==> config.mk <==
export PLATFORM = sky130hd
export DESIGN_NAME = pipeline_result_buffer
export DESIGN_NICKNAME = d
export VERILOG_FILES = /design/src/rtl/nbody_pipe_pkg.sv /design/src/rtl/result_fifo_mem.sv /design/src/rtl/pipeline_result_buffer.sv
export SDC_FILE = /design/constraint.sdc
export NUM_CORES = 1
export LEC_CHECK = 0
export ABC_AREA = 1
export CAP_MARGIN = 10
export CORE_UTILIZATION = 25
export CTS_BUF_LIST = sky130_fd_sc_hd__clkbuf_8
export DETAILED_ROUTE_END_ITERATION = 6
export PLACE_DENSITY = 0.44
export SYNTH_ARGS = -nofsm -noshare
export SYNTH_HDL_FRONTEND = slang
export SYNTH_SLANG_ARGS = --single-unit
export TNS_END_PERCENT = 10
==> constraint.sdc <==
create_clock -name clk -period 7.5 [get_ports clk]
set_input_delay 1.5 -clock clk [delete_from_list [all_inputs] [get_ports clk]]
set_output_delay 1.5 -clock clk [all_outputs]
set_load 0.03 [all_outputs]
==> src/rtl/nbody_pipe_pkg.sv <==
// Shared types for the n-body delay/compute pipeline and its result buffer.
package nbody_pipe_pkg;

  // Width of one pipeline result word.
  localparam int DATA_W = 64;

  typedef logic [DATA_W-1:0] data_t;

endpackage : nbody_pipe_pkg

==> src/rtl/result_fifo_mem.sv <==
// Result storage for the pipeline result buffer: DEPTH entries, one write
// port, one combinational (show-ahead) read port. Storage is not reset; the
// owner decides which entries are meaningful.
module result_fifo_mem
  import nbody_pipe_pkg::*;
#(
  parameter int DEPTH = 8,
  parameter int AW    = $clog2(DEPTH)
) (
  input  logic              clk,
  input  logic              wr_en,
  input  logic [AW-1:0]     wr_addr,
  input  logic [DATA_W-1:0] wr_data,
  input  logic [AW-1:0]     rd_addr,
  output logic [DATA_W-1:0] rd_data
);

  data_t entries [DEPTH];

  for (genvar gi = 0; gi < DEPTH; gi++) begin : g_entry
    data_t entry_reg;

    // Capture the incoming result when this entry is the write target.
    always_ff @(posedge clk) begin
      if (wr_en && (wr_addr == AW'(gi))) begin
        entry_reg <= wr_data;
      end
    end

    assign entries[gi] = entry_reg;
  end

  assign rd_data = entries[rd_addr];

endmodule : result_fifo_mem

==> src/rtl/pipeline_result_buffer.sv <==
// Receive-side endpoint of a fixed-latency pipeline. Results leaving the
// pipeline tail are queued in a small FIFO and offered downstream over
// valid/ready. Upstream issues are gated by credits so every item already in
// the pipeline is guaranteed a FIFO slot when it emerges, since the pipeline
// itself cannot be stalled.
module pipeline_result_buffer
  import nbody_pipe_pkg::*;
#(
  parameter int DEPTH          = 8,
  parameter int LATENCY        = 4,
  parameter bit CHECK_PROTOCOL = 1'b1
) (
  input  logic                   clk,
  input  logic                   rst,
  input  logic                   issue_valid,
  output logic                   issue_ready,
  input  logic                   pipe_valid,
  input  logic [DATA_W-1:0]      pipe_data,
  output logic                   out_valid,
  output logic [DATA_W-1:0]      out_data,
  input  logic                   out_ready,
  output logic [$clog2(DEPTH):0] count,
  output logic [$clog2(DEPTH):0] inflight,
  output logic                   protocol_err
);

  localparam int AW = $clog2(DEPTH);
  localparam int CW = AW + 1;
  localparam logic [CW-1:0] FULL_C = CW'(DEPTH);

  logic [AW-1:0] wr_ptr_reg, wr_ptr_next;
  logic [AW-1:0] rd_ptr_reg, rd_ptr_next;
  logic [CW-1:0] count_reg, count_next;
  logic [CW-1:0] inflight_reg, inflight_next;
  logic          err_reg, err_next;
  logic          saw_full_reg, saw_full_next;

  logic          fire;
  logic          pop;
  logic          wr_accept;
  logic [CW:0]   credit_sum;
  data_t         rd_data;

  // Credits come only from registered counters so no input can ripple
  // combinationally into issue_ready.
  assign credit_sum  = {1'b0, count_reg} + {1'b0, inflight_reg};
  assign issue_ready = credit_sum < {1'b0, FULL_C};

  assign out_valid = (count_reg != '0);
  // Zero the head word when empty so the output is deterministic after reset.
  assign out_data  = out_valid ? rd_data : '0;

  assign count        = count_reg;
  assign inflight     = inflight_reg;
  assign protocol_err = err_reg;

  assign fire      = issue_valid && issue_ready;
  assign pop       = out_valid && out_ready;
  // A full FIFO can still take a result if the head leaves in the same cycle.
  assign wr_accept = pipe_valid && ((count_reg != FULL_C) || pop);

  result_fifo_mem #(
    .DEPTH (DEPTH),
    .AW    (AW)
  ) u_mem (
    .clk     (clk),
    .wr_en   (wr_accept),
    .wr_addr (wr_ptr_reg),
    .wr_data (pipe_data),
    .rd_addr (rd_ptr_reg),
    .rd_data (rd_data)
  );

  // Next-state for pointers, occupancy, credits in flight and the error flag.
  always_comb begin
    wr_ptr_next   = wr_ptr_reg;
    rd_ptr_next   = rd_ptr_reg;
    count_next    = count_reg;
    inflight_next = inflight_reg;
    err_next      = err_reg;
    saw_full_next = saw_full_reg;

    if (wr_accept) begin
      wr_ptr_next = wr_ptr_reg + 1'b1;
    end
    if (pop) begin
      rd_ptr_next = rd_ptr_reg + 1'b1;
    end

    case ({wr_accept, pop})
      2'b10:   count_next = count_reg + 1'b1;
      2'b01:   count_next = count_reg - 1'b1;
      default: count_next = count_reg;
    endcase

    // A tail result with nothing in flight is an upstream fault; the counter
    // holds at zero rather than wrapping.
    case ({fire, pipe_valid})
      2'b10:   inflight_next = inflight_reg + 1'b1;
      2'b01:   inflight_next = (inflight_reg != '0) ? inflight_reg - 1'b1 : '0;
      default: inflight_next = inflight_reg;
    endcase

    if (pipe_valid && ((inflight_reg == '0) || ((count_reg == FULL_C) && !pop))) begin
      err_next = 1'b1;
    end

    if (count_reg == FULL_C) begin
      saw_full_next = 1'b1;
    end else if (count_reg == '0) begin
      saw_full_next = 1'b0;
    end
  end

  // State register; reset forgets everything, including results in flight.
  always_ff @(posedge clk or posedge rst) begin
    if (rst) begin
      wr_ptr_reg   <= '0;
      rd_ptr_reg   <= '0;
      count_reg    <= '0;
      inflight_reg <= '0;
      err_reg      <= 1'b0;
      saw_full_reg <= 1'b0;
    end else begin
      wr_ptr_reg   <= wr_ptr_next;
      rd_ptr_reg   <= rd_ptr_next;
      count_reg    <= count_next;
      inflight_reg <= inflight_next;
      err_reg      <= err_next;
      saw_full_reg <= saw_full_next;
    end
  end

  // Credits never over-commit the FIFO while the upstream behaves.
  a_credit_bound: assert property (@(posedge clk) disable iff (rst || err_reg)
    credit_sum <= {1'b0, FULL_C});

  // A stalled head must not change under the consumer.
  a_out_hold: assert property (@(posedge clk) disable iff (rst)
    (out_valid && !out_ready) |=> (out_valid && $stable(out_data)));

  // Structural sanity of the configuration.
  a_params: assert property (@(posedge clk) (DEPTH >= 2) && (LATENCY >= 1));

  if (CHECK_PROTOCOL) begin : g_protocol_check
    a_no_protocol_err: assert property (@(posedge clk) disable iff (rst) !err_reg);
  end

  // Reached full at some point and later drained back to empty.
  c_full_then_drain: cover property (@(posedge clk) disable iff (rst)
    saw_full_reg && (count_reg == '0));

endmodule : pipeline_result_buffer

==> impl_metrics.toml <==
[worst_setup_path]
cp.arrival_ns = 4.43
worst_setup_path_end_kind = "output port"
start_kind = "flop"
slowest_stage = "dfrtp_4"
cp_max_fo = 61
worstSetupPathType = "flop to output port"
path_common_cell = "nor2_1"
cpPeakStageDelay_ns = 0.77
required_ns = 6.00
timing.critical_path.cells = "buf_4 -> buf_4 -> nor2_1 -> nor2_1 -> o21ai_0 -> nand2_1 -> nor2_1 -> nor2_1 -> clkdlybuf4s50_1"

[grt]
grt_pass1_wl_um = 88000
antenna_found_initial = 7
grt_max_degree = 130
grtUsageTotal = 0.135
first_global_vias = 14200
overflow = 0

[place]
dpl_cell_area_um2 = 24100
dp_hpwl_um = 29500
gp_congestion = 0.707
numPortBuffers = 143

[yosys]
ys.flop_type = "edfxtp_1"
synth_seq_area_share = 0.728
async_flop_share = 0.0285
synth_area_per_cell_um2 = 11.7
synth-edff-count = 512
syn_inst = 1848
yosysTopAreaCell = "edfxtp_1"
syn-num-nets = 1933
yosysTopAreaCellShare = 0.710
synth_area_leaders = "edfxtp_1 71%, nor2_1 11%, o21ai_1 3.6%"
yosysWarnings = 0
synth_seq_cells = 527
synth_area_um2 = 21600
synth_cell_types = 27

[clock_tree]
cts.sinks = 527
cts_made_buffers = 95
cts_buffer_depth = 3
worstSkewPairLatency_ns = 0.68
ctsResizeCount = 0
postCtsHoldBufs = 0
postCtsSetupBuffers = 0
clkSlewWorstSetupHoldPaths_ns = 0.06
htreeDepth = 3
tritoncts = "done"
cts_root_buf = "clkbuf_8"

[sta]
fin_skew_ns = 0.0225
setup_tns_ns = 0
period_share = 0.790
final-hold-violation-count = 0
setup_violations = 0
worstMarginPinSlew_ns = 1.08
rsz0062_at_grt = "false"
maxSlewHeadroom = 0.280
fmax_ghz = 0.169
drv_slew = 0
finalCriticalPeriod_ns = 5.93

[cells_and_area]
drive_above_1_share = 0.0753
fin_util = 0.303
nets = 2094
fillCellCount = 8777
largest_reg_flops = 512
syn_to_final_growth_pct = 19.4
final_cell_area_um2 = 25900
multiInputGateArea_um2 = 5120
register_area_um2 = 15800

[status]
run_status = "finished, final reports clean"

[run]
maxCapViolations = 0

[power]
powerDensity_nw_per_um2 = 432
finalPower_mw = 11.2
leakage_nw = 9.13
peakVddDrop_uv = 200

[floorplan]
rows = 107
core_area_um2 = 85400
initial_core_util = 0.253
dieArea_um2 = 87800
die_width_um = 296
io_pins = 144
chipHeight_um = 296

[drt]
wl_per_cell_um = 18.2
drcViolationCount = 0
ant_nets = 0
vias = 13900
drtIter0Drc = 654
routed_wl_um = 58700
first_pass_iters = 6
viasPerCell = 4.30

[hold_path]
hp-class = "flop to flop"
-- layout make-up --
type | count | share of cell area
sequential | 527 | 0.610
multi-input combinational | 1186 | 0.198
timing repair buffer | 171 | 0.0649
tap | 1144 | 0.0554
clock buffer | 97 | 0.0516
clock inverter | 77 | 0.0160
inverter | 28 | 0.00436
antenna | 1 | 0.0000968
-- cells in the final DEF (no fill, tap or decap), types with 6 or more instances in the layout --
cell type / count
nand3_1: 71
nand2_1: 157
dfrtp_1: 12
edfxtp_1: 512
nor2_1: 653
inv_1: 59
o21ai_0: 109
ha_1: 16
clkinv_1: 26
o21ai_1: 156
clkbuf_8: 97
clkinv_2: 9
buf_4: 25
nor3_2: 6
clkdlybuf4s50_1: 143
-- where the power goes --
part           internal, mW  switching [mW]  leakage (nW)  total (mW)
registers              3.70           0.247          4.82        3.95
clock network          1.31            1.18          1.01        2.49
logic                  1.54            3.20          3.30        4.74
total                  6.55            4.63          9.13        11.2
-- critical path, delay by kind of cell, from the launching register on --
family                 cells  cell delay [ns]
buffers and inverters      3             2.08
and+or+nand+nor            5             0.78
DFF                        1             0.77
AOI/OAI and AO/OA          1             0.08
-- stage by stage --
step	hold WS (ns)	std cells	worst slack (ns)
5_1_grt	0.494	3231	1.26
3_3_place_gp	0.459	3056	2.17
2_1_floorplan	0.542	1848	0.694
6_report	0.472	3231	1.57
4_1_cts	0.484	3230	1.42
3_5_place_dp	0.459	3056	2.21
-- logic make-up (layout without fill, tap and decap cells) --
logic type | after synthesis | count (layout) | synth area share
AND/OR/NAND/NOR | 892 | 892 | 0.159
flip-flops | 527 | 527 | 0.728
AO/OA/AOI/OAI | 273 | 273 | 0.0637
buffers and inverters | 135 | 373 | 0.0383
adder cells (fa/ha/maj) | 16 | 16 | 0.00925
XOR/XNOR | 5 | 5 | 0.00202
other | 0 | 1 | 0
-- layer usage --
| layer | global-route usage | share of wire | wire [um] |
|---|---|---|---|
| met4 | 0.0414 | 0.019 | 1140 |
| met1 | 0.170 | 0.45 | 26400 |
| met5 | 0 | 0.0012 | 69 |
| met2 | 0.227 | 0.48 | 28300 |
| met3 | 0.0319 | 0.047 | 2740 |
-- final timing paths --
check	from	endpoint	slack, ns	depth (start not counted)
max in group asynchronous	rst	rd_ptr_reg[1]	5.67	2
min	protocol_err	protocol_err	0.47	1
min reg2reg	protocol_err	protocol_err	0.47	1
min in group asynchronous	rst	protocol_err	1.27	2
max	rd_ptr_reg[0]	out_data[0]	1.57	9
max reg2reg	count[0]	u_mem.g_entry[2].entry_reg[37]	4.39	8
-- cell usage after synthesis, types with 3 or more instances --
cell / count
o21ai_0: 109
dfrtp_1: 15
nor2_1: 655
o21ai_1: 156
edfxtp_1: 512
buf_6: 28
clkbuf_2: 8
buf_2: 55
a21oi_1: 3
nand3_1: 71
nor3_1: 7
nand2_1: 158
xor2_1: 3
inv_1: 26
clkbuf_1: 10
ha_1: 16
(Power assumes the default switching activity.)
